## src/rtl/collision_pkg.sv

```systemverilog
// Shared types, default geometry and the per-pipe hit test for collision_scanner.
// Optional bounds check is enabled in the top with COLLISION_SCANNER_BOUNDS_EN.
package collision_pkg;

    typedef enum logic [1:0] {
        IDLE,
        SCAN,
        OVER
    } state_t;

    localparam int DEF_HALF_W   = 136;
    localparam int DEF_GAP_HALF = 50;
    localparam int DEF_CEIL_Y   = 0;
    localparam int DEF_FLOOR_Y  = 460;

    // Signed math keeps px-half_w and py-gap_half from wrapping near zero.
    function automatic logic pipe_hit(
        input int bx,
        input int by,
        input int px,
        input int py,
        input int half_w,
        input int gap_half
    );
        logic x_hit;
        logic y_out;
        x_hit = (px - half_w < bx) && (bx < px + half_w);
        y_out = (by < py - gap_half) || (by > py + gap_half);
        return x_hit && y_out;
    endfunction

endpackage

```

## src/rtl/tick_divider.sv

```systemverilog
// Free-running divider producing a one-cycle tick every TICK_DIV clocks.
// Synchronous clear restarts the period from zero.
module tick_divider #(
    parameter int TICK_DIV = 1000000
) (
    input  logic clk,
    input  logic rst_n,
    input  logic clear,
    output logic tick
);

    localparam int CNT_W = (TICK_DIV > 1) ? $clog2(TICK_DIV) : 1;

    logic [CNT_W-1:0] count;

    assign tick = (count == CNT_W'(TICK_DIV - 1));

    always_ff @(posedge clk or negedge rst_n) begin
        if (!rst_n) begin
            count <= '0;
        end else if (clear || tick) begin
            count <= '0;
        end else begin
            count <= count + 1'b1;
        end
    end

endmodule

```

## src/rtl/collision_scanner.sv

```systemverilog
// Snapshots bird/pipe positions each tick and scans one pipe per cycle for a hit.
// Define COLLISION_SCANNER_BOUNDS_EN to add a ceiling/floor check after the last pipe.
module collision_scanner
    import collision_pkg::*;
#(
    parameter int POS_W     = 12,
    parameter int NUM_PIPES = 3,
    parameter int HALF_W    = DEF_HALF_W,
    parameter int GAP_HALF  = DEF_GAP_HALF,
    parameter int TICK_DIV  = 1000000,
`ifdef COLLISION_SCANNER_BOUNDS_EN
    parameter int CEIL_Y    = DEF_CEIL_Y,
    parameter int FLOOR_Y   = DEF_FLOOR_Y,
`endif
    parameter int IDX_W     = $clog2(NUM_PIPES + 1)
) (
    input  logic                       clk,
    input  logic                       rst_n,
    input  logic                       restart,
    input  logic                       enable,
    input  logic [POS_W-1:0]           bird_x,
    input  logic [POS_W-1:0]           bird_y,
    input  logic [NUM_PIPES*POS_W-1:0] pipe_x,
    input  logic [NUM_PIPES*POS_W-1:0] pipe_y,
    output logic                       is_over,
    output logic [IDX_W-1:0]           hit_idx,
    output logic                       check_done,
    output logic                       busy
);

    state_t           state;
    state_t           state_nx;
    logic [IDX_W-1:0] idx;
    logic [IDX_W-1:0] idx_nx;
    logic [IDX_W-1:0] hit_idx_nx;
    logic             over_nx;
    logic             done_nx;
    logic             capture;
    logic             tick;

    logic [POS_W-1:0] snap_bx;
    logic [POS_W-1:0] snap_by;
    logic [POS_W-1:0] snap_px [NUM_PIPES];
    logic [POS_W-1:0] snap_py [NUM_PIPES];

    logic [POS_W-1:0] cur_px;
    logic [POS_W-1:0] cur_py;
    logic             cur_hit;

    tick_divider #(
        .TICK_DIV (TICK_DIV)
    ) u_tick (
        .clk   (clk),
        .rst_n (rst_n),
        .clear (restart),
        .tick  (tick)
    );

    always_comb begin
        cur_px = '0;
        cur_py = '0;
        for (int k = 0; k < NUM_PIPES; k++) begin
            if (idx == IDX_W'(k)) begin
                cur_px = snap_px[k];
                cur_py = snap_py[k];
            end
        end
    end

    assign cur_hit = pipe_hit(int'(snap_bx), int'(snap_by),
                              int'(cur_px), int'(cur_py),
                              HALF_W, GAP_HALF);

`ifdef COLLISION_SCANNER_BOUNDS_EN
    localparam logic [IDX_W-1:0] BOUNDS_IDX = IDX_W'(NUM_PIPES);

    logic oob;

    assign oob = (int'(snap_by) <= CEIL_Y) || (int'(snap_by) >= FLOOR_Y);
`else
    localparam logic [IDX_W-1:0] LAST_PIPE = IDX_W'(NUM_PIPES - 1);
`endif

    always_comb begin
        state_nx   = state;
        idx_nx     = idx;
        over_nx    = is_over;
        hit_idx_nx = hit_idx;
        done_nx    = 1'b0;
        capture    = 1'b0;
        if (restart) begin
            state_nx   = IDLE;
            idx_nx     = '0;
            over_nx    = 1'b0;
            hit_idx_nx = '0;
        end else begin
            unique case (state)
                IDLE: begin
                    if (tick && enable) begin
                        capture  = 1'b1;
                        idx_nx   = '0;
                        state_nx = SCAN;
                    end
                end
                SCAN: begin
`ifdef COLLISION_SCANNER_BOUNDS_EN
                    if (idx == BOUNDS_IDX) begin
                        if (oob) begin
                            over_nx    = 1'b1;
                            hit_idx_nx = BOUNDS_IDX;
                            state_nx   = OVER;
                        end else begin
                            done_nx  = 1'b1;
                            state_nx = IDLE;
                        end
                    end else if (cur_hit) begin
                        over_nx    = 1'b1;
                        hit_idx_nx = idx;
                        state_nx   = OVER;
                    end else begin
                        idx_nx = idx + 1'b1;
                    end
`else
                    if (cur_hit) begin
                        over_nx    = 1'b1;
                        hit_idx_nx = idx;
                        state_nx   = OVER;
                    end else if (idx == LAST_PIPE) begin
                        done_nx  = 1'b1;
                        state_nx = IDLE;
                    end else begin
                        idx_nx = idx + 1'b1;
                    end
`endif
                end
                OVER: begin
                    state_nx = OVER;
                end
                default: begin
                    state_nx = IDLE;
                end
            endcase
        end
    end

    always_ff @(posedge clk or negedge rst_n) begin
        if (!rst_n) begin
            state      <= IDLE;
            idx        <= '0;
            is_over    <= 1'b0;
            hit_idx    <= '0;
            check_done <= 1'b0;
        end else begin
            state      <= state_nx;
            idx        <= idx_nx;
            is_over    <= over_nx;
            hit_idx    <= hit_idx_nx;
            check_done <= done_nx;
        end
    end

    always_ff @(posedge clk or negedge rst_n) begin
        if (!rst_n) begin
            snap_bx <= '0;
            snap_by <= '0;
            for (int k = 0; k < NUM_PIPES; k++) begin
                snap_px[k] <= '0;
                snap_py[k] <= '0;
            end
        end else if (capture) begin
            snap_bx <= bird_x;
            snap_by <= bird_y;
            for (int k = 0; k < NUM_PIPES; k++) begin
                snap_px[k] <= pipe_x[k*POS_W +: POS_W];
                snap_py[k] <= pipe_y[k*POS_W +: POS_W];
            end
        end
    end

    assign busy = (state == SCAN);

endmodule

```

## config.mk

```make
export PLATFORM = sky130hd
export DESIGN_NAME = collision_scanner
export DESIGN_NICKNAME = d
export VERILOG_FILES = /design/src/rtl/collision_pkg.sv /design/src/rtl/tick_divider.sv /design/src/rtl/collision_scanner.sv
export SDC_FILE = /design/constraint.sdc
export NUM_CORES = 1
export LEC_CHECK = 0
export ABC_CLOCK_PERIOD_IN_PS = 3900
export BUFFER_PORTS_ARGS = -buffer_cell sky130_fd_sc_hd__buf_2
export CAP_MARGIN = 15
export CELL_PAD_IN_SITES_DETAIL_PLACEMENT = 1
export CELL_PAD_IN_SITES_GLOBAL_PLACEMENT = 1
export CORE_MARGIN = 3
export CORE_UTILIZATION = 35
export CTS_CLUSTER_DIAMETER = 80
export DETAILED_ROUTE_END_ITERATION = 10
export PLACE_DENSITY_LB_ADDON = 0.1
export SYNTH_ARGS = -nofsm -noshare
export SYNTH_HDL_FRONTEND = slang
export SYNTH_HIERARCHICAL = 1
export SYNTH_SLANG_ARGS = --single-unit
```

## constraint.sdc

```tcl
create_clock -name clk -period 3.9 [get_ports clk]
set_input_delay 0.78 -clock clk [delete_from_list [all_inputs] [get_ports clk]]
set_output_delay 0.78 -clock clk [all_outputs]
set_load 0.005 [all_outputs]
```

==> qor.csv, run 1 <==
metric,value,unit
drtPass1Iterations,4,
peakVddDrop,266,µV
coreArea,20500,µm²
p_clk_share,53.5,%
grt.total_usage,18.0,%
clock_sink_count,124,
synth_top_area_share,42.0,%
edff_count_synth,0,
dieWidth,151,µm
path_clk_slew,60,ps
hp-class,input pin to async pin,
ioPinCount,105,
fin_skew,11.0,ps
synth.avg_cell_area,11.0,µm²
power.share.sequential,43.3,%
critical_path_class,flip-flop to flip-flop,
critical_path_arrival,4160,ps
hpwlAfterDp,15400,µm
ys_seq_area_share,42.0,%
drc_viols,0,
number_of_antenna_violations_at_the_first_check_in_global_routing,1,
pre_cts_ws,-266,ps
final_layout_size_suffix_gt1_share,43.1,%
achievable-frequency,260,MHz
via_count,5621,
numPortBuffers,104,
cts_max_path_buffers,2,
worstMarginPinSlew,820,ps
reported_max_cap_violation_count,0,
power.leakage,0.00465,µW
cts_root_buf,sky130_fd_sc_hd__clkbuf_16,
floorplan.initialDensity,36.0,%
synth_flop_cell,sky130_fd_sc_hd__dfrtp_1,
layout.area.seq,3110,µm²
grt_max_degree,61,
multiInputGateArea,4280,µm²
worst_ep_required_time,4210,ps
globalplace.congestion,0.843,
internal-power,2280,µW
drt.antenna.violating_nets,0,
std_cell_rows,52,
postSynthCellCount,672,
totalWireLength,20400,µm
async_flop_share,100,%
outcome,finished clean,
routedWlPerCell,18.2,µm
nets_final,988,
grt_pass1_wl,31800,µm
top_count_cell_post_synth,sky130_fd_sc_hd__dfrtp_1,
setup_viol_count_final,0,
nFillCells,2249,
areaGrowthSynthToFinish,29.6,%
power_density,312,nW/µm²
drt-vias-per-instance,5.01,
netlist-cell-type-count,67,
clk-insertion-delay-late,430,ps
synthTopCellsByArea,"sky130_fd_sc_hd__dfrtp_1 42%, sky130_fd_sc_hd__mux2_2 15%, sky130_fd_sc_hd__ha_1 8.6%",
dieHeight,151,µm
cp-end-kind,flip-flop,
postSynthRegisterBits,124,
synth_nets,823,
overflow,0,
p_switching,698,µW
cp_max_fo,7,
finalWorstPathRequiredPeriod,3850,ps
timing.final.hold_violations,0,
setup_tns,0,ps
drt_first_iter_violations,137,
synthesis.area,7380,µm²
die-area,22900,µm²
logic_pwr_share,3.2,%
post_synth_most_frequent_cells,"124 x sky130_fd_sc_hd__dfrtp_1, 96 x sky130_fd_sc_hd__mux2_2, 51 x sky130_fd_sc_hd__ha_1, 43 x sky130_fd_sc_hd__a21oi_1, 42 x sky130_fd_sc_hd__nor2_1",
number_of_global_route_vias_before_repair,6096,
startpoint_type_of_the_worst_setup_path,flip-flop,
synth.yosys.warnings,6,
power.share.switching,23.4,%
slew_viol_final,0,
tritoncts_clock_tree,built,
postLayoutSetupSlackWorst,51.5,ps
cts_made_buffers,17,
synth_top_area_cell,sky130_fd_sc_hd__dfrtp_1,
final.period_utilization,98.7,%
slew_headroom,45.3,%
postCtsHoldBufs,0,
grt_setup_unrepaired,yes,
cts-htree-levels,4,
per-layer routing:
metal | up-vias | track usage [%] | part of all wire [%]
met5 | - | 0 | 0.074
met1 | 2784 | 23.9 | 47
li1 | 2735 | - | -
met3 | 17 | 4.04 | 3.4
met2 | 83 | 29.3 | 48
met4 | 2 | 5.21 | 1.1
kinds of logic (layout without fill, tap and decap cells):
group,Yosys count,in the layout,share of synthesized area (%)
flops,124,124,42.0
simple gates,179,179,13.4
other cells,0,1,0
fa+ha+maj,51,51,8.65
compound gates,116,116,12.0
xor+xnor,43,43,5.10
buf+inv,62,240,3.98
mux,97,97,14.8
worst max-delay path: stages, from the launching register on:
cell and delay, ps:
sky130_fd_sc_hd__dfrtp_2 450, sky130_fd_sc_hd__inv_4 110, sky130_fd_sc_hd__ha_4 190, sky130_fd_sc_hd__buf_12 120, sky130_fd_sc_hd__inv_8 40, sky130_fd_sc_hd__a2bb2oi_2 160, sky130_fd_sc_hd__buf_4 150, sky130_fd_sc_hd__o311ai_4 290
sky130_fd_sc_hd__buf_6 160, sky130_fd_sc_hd__nand2_4 50, sky130_fd_sc_hd__xnor2_2 130, sky130_fd_sc_hd__ha_1 320, sky130_fd_sc_hd__a21o_1 160, sky130_fd_sc_hd__a22o_1 210, sky130_fd_sc_hd__o21ai_2 180, sky130_fd_sc_hd__a31oi_4 120
sky130_fd_sc_hd__o32ai_4 480, sky130_fd_sc_hd__nand3_4 140, sky130_fd_sc_hd__a32o_1 250
what timing repair did:
item / in CTS / in global routing
endpoints found under the hold margin: 0 / 0
endpoints found under the setup margin: 8 / 8
buffers inserted: 3 / 13
gates resized for setup: 20 / 43
pin swaps: 6 / 28
final cells by class:
class                      instances  area share (%)
antenna                            1          0.0262
clock buffer                      17            4.45
clock inverter                    15            1.73
inverter                          36            1.54
multi-input combinational        486            44.7
sequential                       124            32.5
tap                              270            3.53
timing repair buffer             172            11.6
worst paths after layout:
kind | startpoint | endpoint | slack [ps] | cells after the start
setup / recovery | idx[0]$_DFFE_PN0P_ | hit_idx[0]$_DFFE_PN0P_ | 50 | 18
hold / removal | rst_n | snap_py[23]$_DFFE_PN0P_ | 420 | 1
setup reg to reg | idx[0]$_DFFE_PN0P_ | hit_idx[0]$_DFFE_PN0P_ | 50 | 18
hold reg to reg | u_tick/count[0]$_DFF_PN0_ | u_tick/count[0]$_DFF_PN0_ | 490 | 1
max in group asynchronous | rst_n | snap_px[3]$_DFFE_PN0P_ | 2450 | 3
min in group clk | u_tick/count[0]$_DFF_PN0_ | u_tick/count[0]$_DFF_PN0_ | 490 | 1
state kept, by name, summed over array words and instances (netlist names):
name and count:
snap_bx 12, check_done 1, snap_py 36, hit_idx 2, is_over 1, u_tick/count 20, idx 2, state 2
snap_by 12, snap_px 36
power groups by stage:
| stage | Clock [µW] | Combinational, µW | Sequential [µW] |
|---|---|---|---|
| after global routing | 1710 | 109 | 1290 |
| final | 1590 | 95.1 | 1290 |
| after floorplan | 0 | 10.3 | 1310 |
| after global placement | 0 | 96.4 | 1320 |
| after detailed placement | 0 | 99.1 | 1320 |
| after CTS | 1640 | 99.6 | 1290 |
metrics by stage:
step                      utilization, %  hold WS [ps]  area [µm²]  total power, µW  instances
after floorplan                        -           447        7380             1330        672
after CTS                           45.1           435        9240             3030       1109
final                               46.7           423        9570             2980       1121
after detailed placement            41.6           479        8530             1410       1074
after global placement              41.6           475        8530             1410       1074
after global routing                46.7           467        9560             3110       1120
cell usage in the layout, fill, tap and decap left out, types with 10 or more instances in the layout:
cell type,instances
sky130_fd_sc_hd__dfrtp_1,122
sky130_fd_sc_hd__buf_2,103
sky130_fd_sc_hd__mux2_2,96
sky130_fd_sc_hd__buf_4,59
sky130_fd_sc_hd__ha_1,47
sky130_fd_sc_hd__nor2_1,42
sky130_fd_sc_hd__a21oi_1,37
sky130_fd_sc_hd__inv_1,31
sky130_fd_sc_hd__nand2_1,29
sky130_fd_sc_hd__xnor2_1,24
sky130_fd_sc_hd__nand3b_1,19
sky130_fd_sc_hd__clkbuf_16,17
sky130_fd_sc_hd__xor2_1,16
sky130_fd_sc_hd__nand3_1,16
sky130_fd_sc_hd__nor2b_1,12
sky130_fd_sc_hd__a21o_1,11
sky130_fd_sc_hd__o21ai_0,10
No activity file was read; power rests on OpenSTA's default activity.
==> inputs of run 2 (changes only) <==
--- a/config.mk
+++ b/config.mk
@@ -5,7 +5,7 @@
 export SDC_FILE = /design/constraint.sdc
 export NUM_CORES = 1
 export LEC_CHECK = 0
-export ABC_CLOCK_PERIOD_IN_PS = 3900
+export ABC_CLOCK_PERIOD_IN_PS = 3700
 export BUFFER_PORTS_ARGS = -buffer_cell sky130_fd_sc_hd__buf_2
 export CAP_MARGIN = 15
 export CELL_PAD_IN_SITES_DETAIL_PLACEMENT = 1
==> constraint.sdc (replaced) <==
create_clock -name clk -period 3.7 [get_ports clk]
set_input_delay 0.74 -clock clk [delete_from_list [all_inputs] [get_ports clk]]
set_output_delay 0.74 -clock clk [all_outputs]
set_load 0.005 [all_outputs]
==> qor.csv, run 2 (synthesis gave the netlist of run 1 again) <==
metric,value,unit,change
critical_path.reg2reg.endpoint,state[0]$_DFFE_PN0P_,,
clock_sink_count,124,,unchanged
p_clk_share,55.2,%,+1.7 points
grtUsageMet1,23.6,%,-0.30 points
grt_setup_unrepaired,yes,,
coreArea,20500,µm²,unchanged
insertedDiodeCount,0,,-1
outcome,finished with violations,,
overflow,0,,unchanged
p_switching,696,µW,-0.26%
number_of_antenna_violations_at_the_first_check_in_global_routing,0,,-1
dieHeight,151,µm,unchanged
peakVddDrop,246,µV,-7.4%
postCtsHoldBufs,0,,unchanged
cp_slowest_cell,sky130_fd_sc_hd__dfrtp_1,,
achievable-frequency,261,MHz,+0.30%
power.share.switching,21.3,%,-2.1 points
grt_max_degree,80,,+31%
drt-vias-per-instance,5.11,,+1.8%
multiInputGateArea,4280,µm²,unchanged
cts-htree-levels,4,,unchanged
drtPass1Iterations,5,,+1
instances_no_fill,1133,,+1.1%
die-area,22900,µm²,unchanged
cp-end-kind,flip-flop,,
dieWidth,151,µm,unchanged
cp_max_fo,7,,unchanged
path_clk_slew,60,ps,about the same
tritoncts_clock_tree,built,,
logic_pwr_share,3.0,%,-0.2 points
r2r_slack,-140,ps,-190 ps
areaGrowthSynthToFinish,31.5,%,
post-route-util,47.3,%,+0.67 points
grtUsageMet2,33.0,%,+3.7 points
power.leakage,0.00473,µW,+1.7%
fin_skew,7.71,ps,-3.31 ps
grt_pass1_wl,33600,µm,+5.5%
internal-power,2570,µW,+12%
hp-class,input pin to async pin,,
drc_viols,0,,unchanged
reg_to_reg_start,idx[1]$_DFFE_PN0P_,,
layout.area.seq,3100,µm²,about the same
via_count,5786,,+2.9%
power.share.sequential,41.8,%,-1.5 points
globalplace.congestion,0.822,,-2.5%
finalWorstPathRequiredPeriod,3840,ps,-11.5 ps
worst_ep_required_time,3990,ps,-220 ps
floorplan.initialDensity,36.0,%,unchanged
ioPinCount,105,,unchanged
groute.layer.met3.usage,3.83,%,-0.21 points
number_of_global_route_vias_before_repair,6395,,+4.9%
timing.final.hold_violations,0,,unchanged
cts_max_path_buffers,2,,unchanged
cts_root_buf,sky130_fd_sc_hd__clkbuf_16,,
totalWireLength,21000,µm,+2.8%
delay_of_the_slowest_cell_on_the_worst_path,400,ps,-80 ps
drt_first_iter_violations,188,,+37%
startpoint_type_of_the_worst_setup_path,flip-flop,,
final.period_utilization,104,%,+5.0 points
std_cell_rows,52,,unchanged
dpl.cell_count,1086,,+1.1%
grt.total_usage,19.0,%,+1.0 points
nFillCells,2248,,-0.044%
slew_headroom,56.6,%,+11 points
worst_r2r_path_depth,19,,+1
crit_top_cell,sky130_fd_sc_hd__buf_6,,
timing.critical_path.cells,"buf_6, ha_4, buf_8, buf_6, a21oi_4, a2bb2oi_4, buf_6, o41ai_4, buf_4, nand2_4, xnor2_2, ha_1, a21o_1, a221oi_2, o31ai_4, a22oi_4, and2_4, buf_6, o21ai_2",,
postLayoutSetupSlackWorst,-137,ps,-189 ps
layout.cells.most_common_list,"123 x sky130_fd_sc_hd__dfrtp_1, 103 x sky130_fd_sc_hd__buf_2, 96 x sky130_fd_sc_hd__mux2_2, 68 x sky130_fd_sc_hd__buf_4, 48 x sky130_fd_sc_hd__ha_1",,
cts_made_buffers,17,,unchanged
fin_total_pwr,3260,µW,+9.4%
critical_path_class,flip-flop to flip-flop,,
worstMarginPinSlew,645,ps,-176 ps
routedWlPerCell,18.5,µm,+1.7%
nets_final,1001,,+1.3%
drt.antenna.violating_nets,0,,unchanged
commonest_non_fill_non_tap_cell_in_the_layout,sky130_fd_sc_hd__dfrtp_1,,
largest_registers,"snap_px x36, snap_py x36, u_tick/count x20",,
setup_viol_count_final,8,,+8
clk-insertion-delay-late,420,ps,about the same
power_density,336,nW/µm²,+7.9%
final_layout_size_suffix_gt1_share,43.9,%,+0.86 points
numPortBuffers,104,,unchanged
slew_viol_final,0,,unchanged
critical_path_arrival,4120,ps,-40 ps
reported_max_cap_violation_count,0,,unchanged
violations_in_the_final_reports,negative setup slack,,
grt_most_used_layer,met2,,
hpwlAfterDp,15800,µm,+2.7%
## run 2: cell types whose count changed in the layout (fill, tap and decap cells not counted), moves of 3 or more
cell | previous run | this run
sky130_fd_sc_hd__buf_4 | 59 | 68
sky130_fd_sc_hd__buf_6 | 6 | 9
sky130_fd_sc_hd__buf_8 | 0 | 3
sky130_fd_sc_hd__clkbuf_1 | 0 | 3
sky130_fd_sc_hd__inv_6 | 4 | 0
sky130_fd_sc_hd__nor2_1 | 42 | 39
sky130_fd_sc_hd__nor2_2 | 0 | 3
## run 2: area by class of cell
cell class | instances | share of cell area, %
Sequential cell | 124 | 32.0
Tap cell | 270 | 3.48
Multi-Input combinational cell | 486 | 44.1
Clock buffer | 22 | 4.78
Inverter | 36 | 1.50
Clock inverter | 10 | 1.69
Timing Repair Buffer | 185 | 12.5
## run 2: what timing repair did
item	4_1_cts	5_1_grt
gates resized for setup	51	18
endpoints found under the setup margin	8	8
buffers inserted	10	5
pin swaps	19	16
hold endpoints to repair	0	0
## run 2: worst max path at each step
stage                             startpoint                endpoint  slack, ps  cells past startpoint
after global routing      idx[1]$_DFFE_PN0P_    state[0]$_DFFE_PN0P_       -280                     19
after global placement    idx[1]$_DFFE_PN0P_  hit_idx[0]$_DFFE_PN0P_       -250                     19
after CTS                 idx[0]$_DFFE_PN0P_  hit_idx[0]$_DFFE_PN0P_        -60                     18
after floorplan           idx[1]$_DFFE_PN0P_  hit_idx[0]$_DFFE_PN0P_          5                     18
after detailed placement  idx[0]$_DFFE_PN0P_  hit_idx[0]$_DFFE_PN0P_       -280                     16
final                     idx[1]$_DFFE_PN0P_    state[0]$_DFFE_PN0P_       -140                     19
## run 2: power groups by stage
stage               registers [µW]  logic (µW)  clock network [µW]
floorplan                     1390        10.9                   0
CTS                           1360         103                1850
detailed placement            1390         102                   0
global placement              1390        98.4                   0
global route                  1360         113                1920
finish                        1360        98.6                1800
## run 2: worst max-delay path, delay by kind of cell, from the launching register on
family / cells / cell delay (ps)
buf+inv: 6 / 830
fa+ha+maj: 2 / 500
xor+xnor: 1 / 120
compound gates: 8 / 1610
flops: 1 / 400
simple gates: 2 / 250
## run 2: layer usage
layer / vias up / part of all wire [%]
met4: 0 / 2.0
met5: - / 0
li1: 2770 / -
met1: 2885 / 44
met2: 101 / 50
met3: 30 / 3.6
## run 2: metrics by stage
stage | setup slack [ps] | hold slack (ps) | TNS, ps | area, µm²
2_1_floorplan | 5.25 | 444 | 0 | 7410
3_3_place_gp | -248 | 466 | -1460 | 8640
3_5_place_dp | -279 | 485 | -1870 | 8640
4_1_cts | -55.6 | 333 | -154 | 9580
5_1_grt | -278 | 350 | -1930 | 9700
6_report | -137 | 317 | -702 | 9700
==> inputs of run 3 (changes only) <==
--- a/config.mk
+++ b/config.mk
@@ -11,7 +11,7 @@
 export CELL_PAD_IN_SITES_DETAIL_PLACEMENT = 1
 export CELL_PAD_IN_SITES_GLOBAL_PLACEMENT = 1
 export CORE_MARGIN = 3
-export CORE_UTILIZATION = 35
+export CORE_UTILIZATION = 46
 export CTS_CLUSTER_DIAMETER = 80
 export DETAILED_ROUTE_END_ITERATION = 10
 export PLACE_DENSITY_LB_ADDON = 0.1
==> qor.csv, run 3 (synthesis gave the netlist of run 1 again) <==
metric,value,unit,change
cp-end-kind,flip-flop,,
power.share.sequential,44.4,%,+2.6 points
worst_r2r_path_depth,16,,-3
hp-class,input pin to async pin,,
grt.total_usage,23.8,%,+4.8 points
power_density,321,nW/µm²,-4.4%
drt_first_iter_violations,223,,+19%
power.share.switching,23.4,%,+2.0 points
fin_skew,9.51,ps,+1.80 ps
dieWidth,133,µm,-12%
postLayoutSetupSlackWorst,-112,ps,+25.3 ps
worstMarginPinSlew,707,ps,+62.8 ps
worst_ep_required_time,4010,ps,+20 ps
die-area,17600,µm²,-23%
setup_tns,-346,ps,+355 ps
ioPinCount,105,,unchanged
final.period_utilization,103,%,-0.68 points
p_clk_share,52.4,%,-2.8 points
dpl.cell_count,1025,,-5.6%
postCtsHoldBufs,0,,unchanged
power.leakage,0.00469,µW,-0.87%
crit_cells,16,,-3
commonest_non_fill_non_tap_cell_in_the_layout,sky130_fd_sc_hd__dfrtp_1,,
slew_headroom,52.5,%,-4.1 points
via_count,5846,,+1.0%
overflow,0,,unchanged
areaGrowthSynthToFinish,29.3,%,
number_of_global_route_vias_before_repair,6550,,+2.4%
outcome,finished with violations,,
setup_viol_count_final,6,,-2
final_layout_size_suffix_gt1_share,44.5,%,+0.54 points
numPortBuffers,104,,unchanged
clock_sink_count,124,,unchanged
drt-vias-per-instance,5.47,,+7.2%
p_switching,716,µW,+2.9%
number_of_antenna_violations_at_the_first_check_in_global_routing,0,,unchanged
logic_pwr_share,3.2,%,+0.2 points
grt_setup_unrepaired,yes,,
peakVddDrop,357,µV,+45%
largest_registers,"snap_px x36, snap_py x36, u_tick/count x20",,
timing.final.hold_violations,0,,unchanged
instances_no_fill,1068,,-5.7%
coreArea,15400,µm²,-25%
reported_max_cap_violation_count,0,,unchanged
drc_viols,0,,unchanged
layout.cells.most_common_list,"123 x sky130_fd_sc_hd__dfrtp_1, 103 x sky130_fd_sc_hd__buf_2, 96 x sky130_fd_sc_hd__mux2_2, 66 x sky130_fd_sc_hd__buf_4, 47 x sky130_fd_sc_hd__ha_1",,
reg_to_reg_start,idx[0]$_DFFE_PN0P_,,
cts_made_buffers,17,,unchanged
hpwlAfterDp,15000,µm,-5.0%
r2r_slack,-110,ps,+30 ps
timing.critical_path.cells,"inv_4, ha_4, inv_6, buf_6, a2bb2oi_4, o311ai_4, nand3_2, buf_4, nor3_1, xnor2_1, ha_1, o21ai_1, a31oi_4, o32ai_4, nand3_4, a32o_1",,
floorplan.initialDensity,47.8,%,+12 points
internal-power,2350,µW,-8.5%
tritoncts_clock_tree,built,,
critical_path.reg2reg.endpoint,hit_idx[0]$_DFFE_PN0P_,,
cts-htree-levels,4,,unchanged
clk-insertion-delay-late,430,ps,about the same
violations_in_the_final_reports,negative setup slack,,
slew_viol_final,0,,unchanged
finalWorstPathRequiredPeriod,3810,ps,-25.3 ps
critical_path_class,flip-flop to flip-flop,,
cts_root_buf,sky130_fd_sc_hd__clkbuf_16,,
routedWlPerCell,19.6,µm,+5.9%
cts_max_path_buffers,2,,unchanged
nets_final,995,,-0.60%
totalWireLength,20900,µm,-0.16%
achievable-frequency,262,MHz,+0.66%
worst_path_dominant_cell_family,compound AO/OA/AOI/OAI gates,,
path_clk_slew,60,ps,about the same
grt_max_degree,82,,+2.5%
cp_max_fo,6,,-1
insertedDiodeCount,0,,unchanged
drt.antenna.violating_nets,0,,unchanged
grt_pass1_wl,33500,µm,-0.18%
delay_of_the_slowest_cell_on_the_worst_path,460,ps,+60 ps
worst_path_bufs_invs,4,,-2
dieHeight,133,µm,-12%
globalplace.congestion,0.935,,+14%
critical_path_arrival,4120,ps,about the same
nFillCells,1667,,-26%
std_cell_rows,45,,-13%
cp_slowest_cell,sky130_fd_sc_hd__o32ai_4,,
drtPass1Iterations,4,,-1
fin_hold_ws,316,ps,-1.09 ps
startpoint_type_of_the_worst_setup_path,flip-flop,,
## run 3: cell types whose count changed in the layout (fill, tap and decap cells not counted), sizes merged
cell      previous run  this run
clkbuf              22        20
bufinv               4         1
clkinv               2         8
inv                 36        38
buf                185       179
clkinvlp             4         1
## run 3: worst register-to-register path, cell delays in order, from the launching register on
cell                        delay, ps
sky130_fd_sc_hd__dfrtp_2          450
sky130_fd_sc_hd__inv_4            100
sky130_fd_sc_hd__ha_4             210
sky130_fd_sc_hd__inv_6             60
sky130_fd_sc_hd__buf_6            120
sky130_fd_sc_hd__a2bb2oi_4        180
sky130_fd_sc_hd__o311ai_4         370
sky130_fd_sc_hd__nand3_2          150
sky130_fd_sc_hd__buf_4            180
sky130_fd_sc_hd__nor3_1           220
sky130_fd_sc_hd__xnor2_1          180
sky130_fd_sc_hd__ha_1             270
sky130_fd_sc_hd__o21ai_1          250
sky130_fd_sc_hd__a31oi_4           70
sky130_fd_sc_hd__o32ai_4          460
sky130_fd_sc_hd__nand3_4          170
sky130_fd_sc_hd__a32o_1           260
## run 3: through the flow
step	util (%)	worst slack, ps	instance area [µm²]	power (µW)
floorplan	-	5.25	7410	1400
global placement	55.5	-60.4	8560	1480
detailed placement	55.5	-277	8560	1490
CTS	60.8	-33.2	9370	3100
global route	61.9	-267	9540	3170
finish	61.9	-112	9540	3070
## run 3: power groups by stage
stage	Combinational, µW	Clock [µW]	Sequential (µW)
after detailed placement	99.3	0	1390
after CTS	101	1640	1360
after global routing	110	1700	1360
after floorplan	10.9	0	1390
final	97.0	1610	1360
after global placement	95.3	0	1390
## run 3: how the worst max path moves through the flow
stage | startpoint | end | slack, ps
3_5_place_dp | idx[1]$_DFFE_PN0P_ | hit_idx[0]$_DFFE_PN0P_ | -280
3_3_place_gp | idx[1]$_DFFE_PN0P_ | hit_idx[0]$_DFFE_PN0P_ | -60
4_1_cts | idx[1]$_DFFE_PN0P_ | hit_idx[0]$_DFFE_PN0P_ | -30
6_report | idx[0]$_DFFE_PN0P_ | hit_idx[0]$_DFFE_PN0P_ | -110
5_1_grt | idx[1]$_DFFE_PN0P_ | hit_idx[0]$_DFFE_PN0P_ | -270
2_1_floorplan | idx[1]$_DFFE_PN0P_ | hit_idx[0]$_DFFE_PN0P_ | 5
## run 3: repair_timing
item	in CTS	in global routing
setup endpoints to repair	8	8
pin swaps	23	25
setup buffers	4	8
resized for setup	44	25
hold endpoints to repair	0	0
## run 3: layer usage
metal	vias up	part of all wire [%]	wire length (µm)	GRT usage, %
met5	-	0	0	0
met4	0	1.2	261	7.45
met3	20	3.6	750	4.45
met2	110	52	10900	41.9
met1	2955	43	9070	29.7
li1	2761	-	-	-
## run 3: cell type report
cell class                 instances  area [µm²]  area share, %
clock buffer                      20         447           4.68
timing repair buffer             179        1150           12.1
multi-input combinational        486        4320           45.2
clock inverter                    12         114           1.19
inverter                          36         143           1.49
sequential                       124        3100           32.5
tap                              211         264           2.77
